$ cat config.mk
export PLATFORM = sky130hd
export DESIGN_NAME = code_lock_ctrl
export DESIGN_NICKNAME = d
export VERILOG_FILES = /design/src/rtl/code_lock_pkg.sv /design/src/rtl/lock_timer.sv /design/src/rtl/code_lock_ctrl.sv
export SDC_FILE = /design/constraint.sdc
export NUM_CORES = 1
export LEC_CHECK = 0
export BUFFER_PORTS_ARGS = -buffer_cell sky130_fd_sc_hd__buf_2
export CORE_MARGIN = 2
export CORE_UTILIZATION = 52
export CTS_BUF_LIST = sky130_fd_sc_hd__clkbuf_4 sky130_fd_sc_hd__clkbuf_8
export CTS_CLUSTER_DIAMETER = 30
export DETAILED_ROUTE_END_ITERATION = 16
export PLACE_DENSITY = 0.84
export SLEW_MARGIN = 30
export SYNTH_ARGS = -nofsm -noshare
export SYNTH_HDL_FRONTEND = slang
export SYNTH_SLANG_ARGS = --single-unit
export TNS_END_PERCENT = 20
$ cat constraint.sdc
create_clock -name clk_i -period 1.7 [get_ports clk_i]
set_input_delay 0.34 -clock clk_i [delete_from_list [all_inputs] [get_ports clk_i]]
set_output_delay 0.34 -clock clk_i [all_outputs]
set_load 0.03 [all_outputs]
$ cat src/rtl/code_lock_pkg.sv
// Shared definitions for the keypad code lock: state encoding, default code digits
// and the per-key mismatch rule.
package code_lock_pkg;

  typedef enum logic [2:0] {
    IDLE    = 3'd0,
    ENTRY   = 3'd1,
    OPEN    = 3'd2,
    LOCKOUT = 3'd3
  } lockState_e;

  localparam logic [3:0] DEF_CODE0 = 4'd1;
  localparam logic [3:0] DEF_CODE1 = 4'd4;
  localparam logic [3:0] DEF_CODE2 = 4'd6;
  localparam logic [3:0] DEF_CODE3 = 4'd9;

  // Keys above 9 are not decimal digits and never match, whatever the code holds.
  function automatic logic digitMiss(input logic [3:0] key, input logic [3:0] code);
    return (key > 4'd9) || (key != code);
  endfunction

endpackage

$ cat src/rtl/lock_timer.sv
// Loadable down-counter shared by the OPEN and LOCKOUT dwell periods.
module lock_timer #(
  parameter int unsigned W = 5
) (
  input  logic         clk_i,
  input  logic         rst_i,
  input  logic         load,
  input  logic [W-1:0] loadVal,
  output logic         done
);

  logic [W-1:0] count;

  always_ff @(posedge clk_i) begin
    if (rst_i) begin
      count <= '0;
    end else if (load) begin
      count <= loadVal;
    end else if (count != '0) begin
      count <= count - W'(1);
    end
  end

  assign done = (count == '0);

endmodule

$ cat src/rtl/code_lock_ctrl.sv
// Four-digit keypad lock controller with timed unlock and lockout after
// repeated failed attempts.
module code_lock_ctrl
  import code_lock_pkg::*;
#(
  parameter logic [3:0]  CODE0          = DEF_CODE0,
  parameter logic [3:0]  CODE1          = DEF_CODE1,
  parameter logic [3:0]  CODE2          = DEF_CODE2,
  parameter logic [3:0]  CODE3          = DEF_CODE3,
  parameter int unsigned MAX_FAIL       = 3,
  parameter int unsigned OPEN_CYCLES    = 8,
  parameter int unsigned LOCKOUT_CYCLES = 16
) (
  input  logic       clk_i,
  input  logic       rst_i,
  input  logic       key_valid_i,
  input  logic [3:0] key_i,
  input  logic       clear_i,
  output logic       unlock_o,
  output logic       lockout_o,
  output logic       fail_o,
  output logic [2:0] digit_cnt_o,
  output logic [2:0] state_o
);

  localparam int unsigned MAX_CYC = (OPEN_CYCLES > LOCKOUT_CYCLES) ? OPEN_CYCLES : LOCKOUT_CYCLES;
  localparam int unsigned TIMER_W = $clog2(MAX_CYC) + 1;

  lockState_e         state;
  logic [2:0]         digitCnt;
  logic               mismatch;
  logic [2:0]         failCnt;
  logic [3:0]         expDigit;
  logic               keyMiss;
  logic               attemptMiss;
  logic               lockNext;
  logic               timerLoad;
  logic [TIMER_W-1:0] timerVal;
  logic               timerDone;

  // Code digit expected for the key about to be accepted.
  always_comb begin
    expDigit = CODE0;
    case (digitCnt)
      3'd1:    expDigit = CODE1;
      3'd2:    expDigit = CODE2;
      3'd3:    expDigit = CODE3;
      default: expDigit = CODE0;
    endcase
  end

  assign keyMiss     = digitMiss(key_i, expDigit);
  assign attemptMiss = mismatch | keyMiss;
  assign lockNext    = attemptMiss && ((failCnt + 3'd1) == 3'(MAX_FAIL));

  // Timer is armed on the fourth key; the loaded value N-1 makes the dwell exactly N clocks.
  assign timerLoad = (state == ENTRY) && !clear_i && key_valid_i && (digitCnt == 3'd3);
  assign timerVal  = attemptMiss ? TIMER_W'(LOCKOUT_CYCLES - 1) : TIMER_W'(OPEN_CYCLES - 1);

  lock_timer #(.W(TIMER_W)) u_timer (
    .clk_i   (clk_i),
    .rst_i   (rst_i),
    .load    (timerLoad),
    .loadVal (timerVal),
    .done    (timerDone)
  );

  always_ff @(posedge clk_i) begin
    if (rst_i) begin
      state     <= IDLE;
      digitCnt  <= 3'd0;
      mismatch  <= 1'b0;
      failCnt   <= 3'd0;
      unlock_o  <= 1'b0;
      lockout_o <= 1'b0;
      fail_o    <= 1'b0;
    end else begin
      fail_o <= 1'b0;
      case (state)
        IDLE: begin
          if (key_valid_i) begin
            state    <= ENTRY;
            digitCnt <= 3'd1;
            mismatch <= keyMiss;
          end
        end
        ENTRY: begin
          if (clear_i) begin
            state    <= IDLE;
            digitCnt <= 3'd0;
            mismatch <= 1'b0;
          end else if (key_valid_i) begin
            if (digitCnt == 3'd3) begin
              digitCnt <= 3'd0;
              mismatch <= 1'b0;
              if (attemptMiss) begin
                fail_o  <= 1'b1;
                failCnt <= failCnt + 3'd1;
                if (lockNext) begin
                  state     <= LOCKOUT;
                  lockout_o <= 1'b1;
                end else begin
                  state <= IDLE;
                end
              end else begin
                state    <= OPEN;
                unlock_o <= 1'b1;
                failCnt  <= 3'd0;
              end
            end else begin
              digitCnt <= digitCnt + 3'd1;
              mismatch <= attemptMiss;
            end
          end
        end
        OPEN: begin
          if (clear_i || timerDone) begin
            state    <= IDLE;
            unlock_o <= 1'b0;
          end
        end
        LOCKOUT: begin
          if (timerDone) begin
            state     <= IDLE;
            lockout_o <= 1'b0;
            failCnt   <= 3'd0;
          end
        end
        default: begin
          state     <= IDLE;
          digitCnt  <= 3'd0;
          mismatch  <= 1'b0;
          unlock_o  <= 1'b0;
          lockout_o <= 1'b0;
        end
      endcase
    end
  end

  assign digit_cnt_o = digitCnt;
  assign state_o     = state;

endmodule

==> metrics <==
area share of the largest cell type after synthesis 31.0%; number of flops mapped to enable cells by yosys 0; switching part of the total power 37.7%; RSZ-0062 raised after global routing true; post-synthesis cell count 124; largest net degree at the start of global routing 15; Mapped Avg Cell Area 8.86 µm²; reg2reg path depth 6; vias per cell 5.61; Worst Setup Path Type reg2reg; post-DR wirelength/cell 15.0 µm; worst setup path endpoint failCnt[1]; Final Hold Viols 0; sinks on the clock net 17; Port Buf Inserts 15; Finished Cell Area 1520 µm²; fill count 132; Reg area 350 µm²; Vias 1100; Seq/Total Area, Yosys 31.0%; Critical Path Start Type flip-flop; FF-to-FF End failCnt[1]; Detailed Place HPWL 2090 µm; final WL 2940 µm; Post-Place Cell Area 1410 µm²; clock power share 15.5%; Reg power frac 34.4%; slack of the critical path -0.187 ns; vias in the first global route 1083; fraction of registers with async set or reset after synthesis 0%; PD cells 1000 nW/µm²; core area 1980 µm²; root buffer cell clkbuf_4; worst-skew pair later-pin latency 0.32 ns; Setup TNS Final -0.892 ns; height of the die 50.0 µm; Switch Pwr 0.577 mW; gpl congestion 0.868; CP startpoint digit_cnt_o[1]; Ports 17; failing checks negative setup slack; crit share post-route 111%; Congestion Overflow GR 0; Logic pwr share 50.1%; DRC Markers 0; syn nets 143; nets@finish 189; Core Rows 16; CTS Buf Count 3; standby leakage power 0.706 nW; setup slack, reg-to-reg -0.19 ns; top post-synthesis cells by area dfxtp_1 31%, ha_1 13%, inv_1 4.1%; clk buf depth 2; Clock Skew 0.0101 ns; Main synth FF type dfxtp_1; H-tree levels 1; layout cells sized above 1 45.6%; full die area 2500 µm²; Fmax achieved 530 MHz; FF-to-FF Start digit_cnt_o[1]; clock slew seen by the registers of the worst setup and hold paths 0.10 ns; setup violators final 11; Die Wd 50.0 µm; crit path DAT 2.14 ns; Initial Util 55.4%; GRT Total Usage 24.3%; mapped cell area 1100 µm²; HP Class in2reg; Area growth syn-to-layout 38.5%; Multi-input gate area 757 µm²; Peak VDD IR 0.843 mV; first drt pass iteration count 4; most frequent cells in the layout 28 x buf_4, 15 x buf_2, 13 x dfxtp_1; Diodes inserted 0; first-pass GRT wire length 4630 µm; initial antenna violation count 0; CP Capture Type flip-flop; initial drt markers 38; crit-path max FO 4; Final min period 1.89 ns; final slew viol count 0; Cell Int Power 0.952 mW; commonest non-fill, non-tap cell in the layout buf_4; Seq cells post-synth 17; biggest area consumer among synthesized cells dfxtp_1; YS warnings 0; status finished with violations; CTS tree done; Max Cap Violations 0; DRT antenna net count 0; Fin Hold WS 0.370 ns; Worst Path Required 1.95 ns; Yosys cell types 45; Worst Hold Launch rst_i
## power by group through the flow
stage	Combinational (mW)	Clock [mW]	Sequential [mW]
finish	0.765	0.237	0.526
global route	0.847	0.251	0.533
floorplan	0.465	0	0.547
global placement	0.683	0	0.520
detailed placement	0.720	0	0.530
CTS	0.738	0.237	0.520
## state kept, by name, indices dropped and copies added (netlist names)
name / flops
digit_cnt_o: 3
failCnt: 3
fail_o: 1
lockout_o: 1
mismatch: 1
state_o: 2
u_timer.count: 5
unlock_o: 1
## cell families (layout without fill, tap and decap cells)
logic type,count (synthesis),in the layout,share of synthesized area [%]
AOI/OAI and AO/OA,30,30,20.3
DFF,17,17,31.0
buffers and inverters,16,61,6.95
other,1,1,0.341
xor gates and xnor gates,4,4,3.19
and+or+nand+nor,43,43,23.8
muxes,2,2,1.94
adders and majority gates,11,11,12.5
## area by class of cell
class                   count  area share [%]
clock buffers               3            1.48
clock inverters             1           0.329
inverters                  12            2.96
multi-input cells          91            49.8
flip-flops and latches     17            23.0
well taps                  27            2.22
repair buffers             45            20.2
## critical path, cell delays in order, from the launching register on
cell and delay (ns):
dfxtp_4 0.40, ha_4 0.13, or4bb_4 0.50, a22oi_4 0.22, o21ai_2 0.10, or3b_1 0.37
a21oi_2 0.11
## Yosys cell counts, types with 2 or more instances
cell / n
nand3b_1: 2
dfxtp_1: 17
inv_1: 12
nor2b_1: 4
a21oi_1: 8
nand2_1: 10
o211ai_1: 2
ha_1: 11
a311oi_1: 2
xnor2_1: 2
nand3_1: 2
nor2_1: 6
a211oi_1: 2
nor3_1: 3
nor3b_1: 4
nand2b_1: 3
xor2_1: 2
o21ai_0: 5
## worst min-delay path by stage
stage	end	cells after the start	slack [ns]
after floorplan	lockout_o	1	0.41
after global placement	failCnt[2]	2	0.45
after detailed placement	failCnt[0]	2	0.48
after CTS	failCnt[1]	2	0.36
after global routing	failCnt[1]	2	0.39
final	failCnt[1]	2	0.37
## layer usage
metal | vias to the layer above | part of all wire, % | GRT usage, %
met5 | - | 0 | 0
met4 | 0 | 2.7 | 10.6
met3 | 9 | 6.4 | 5.15
met2 | 40 | 50 | 42.0
met1 | 523 | 41 | 28.7
li1 | 528 | - | -
## per-stage QoR
stage	power (mW)	util, %	instances	setup WS [ns]
after floorplan	1.01	-	124	-0.184
after global placement	1.20	71.1	188	-0.129
after detailed placement	1.25	71.1	188	-0.226
after CTS	1.50	75.1	195	-0.157
after global routing	1.63	76.8	196	-0.259
final	1.53	76.8	196	-0.187
## what timing repair did
item	4_1_cts	5_1_grt
resized for setup	8	8
setup endpoints to repair	12	17
hold buffers	0	0
pin swaps	2	1
buffers inserted	3	1
(Power assumes the default switching activity.)
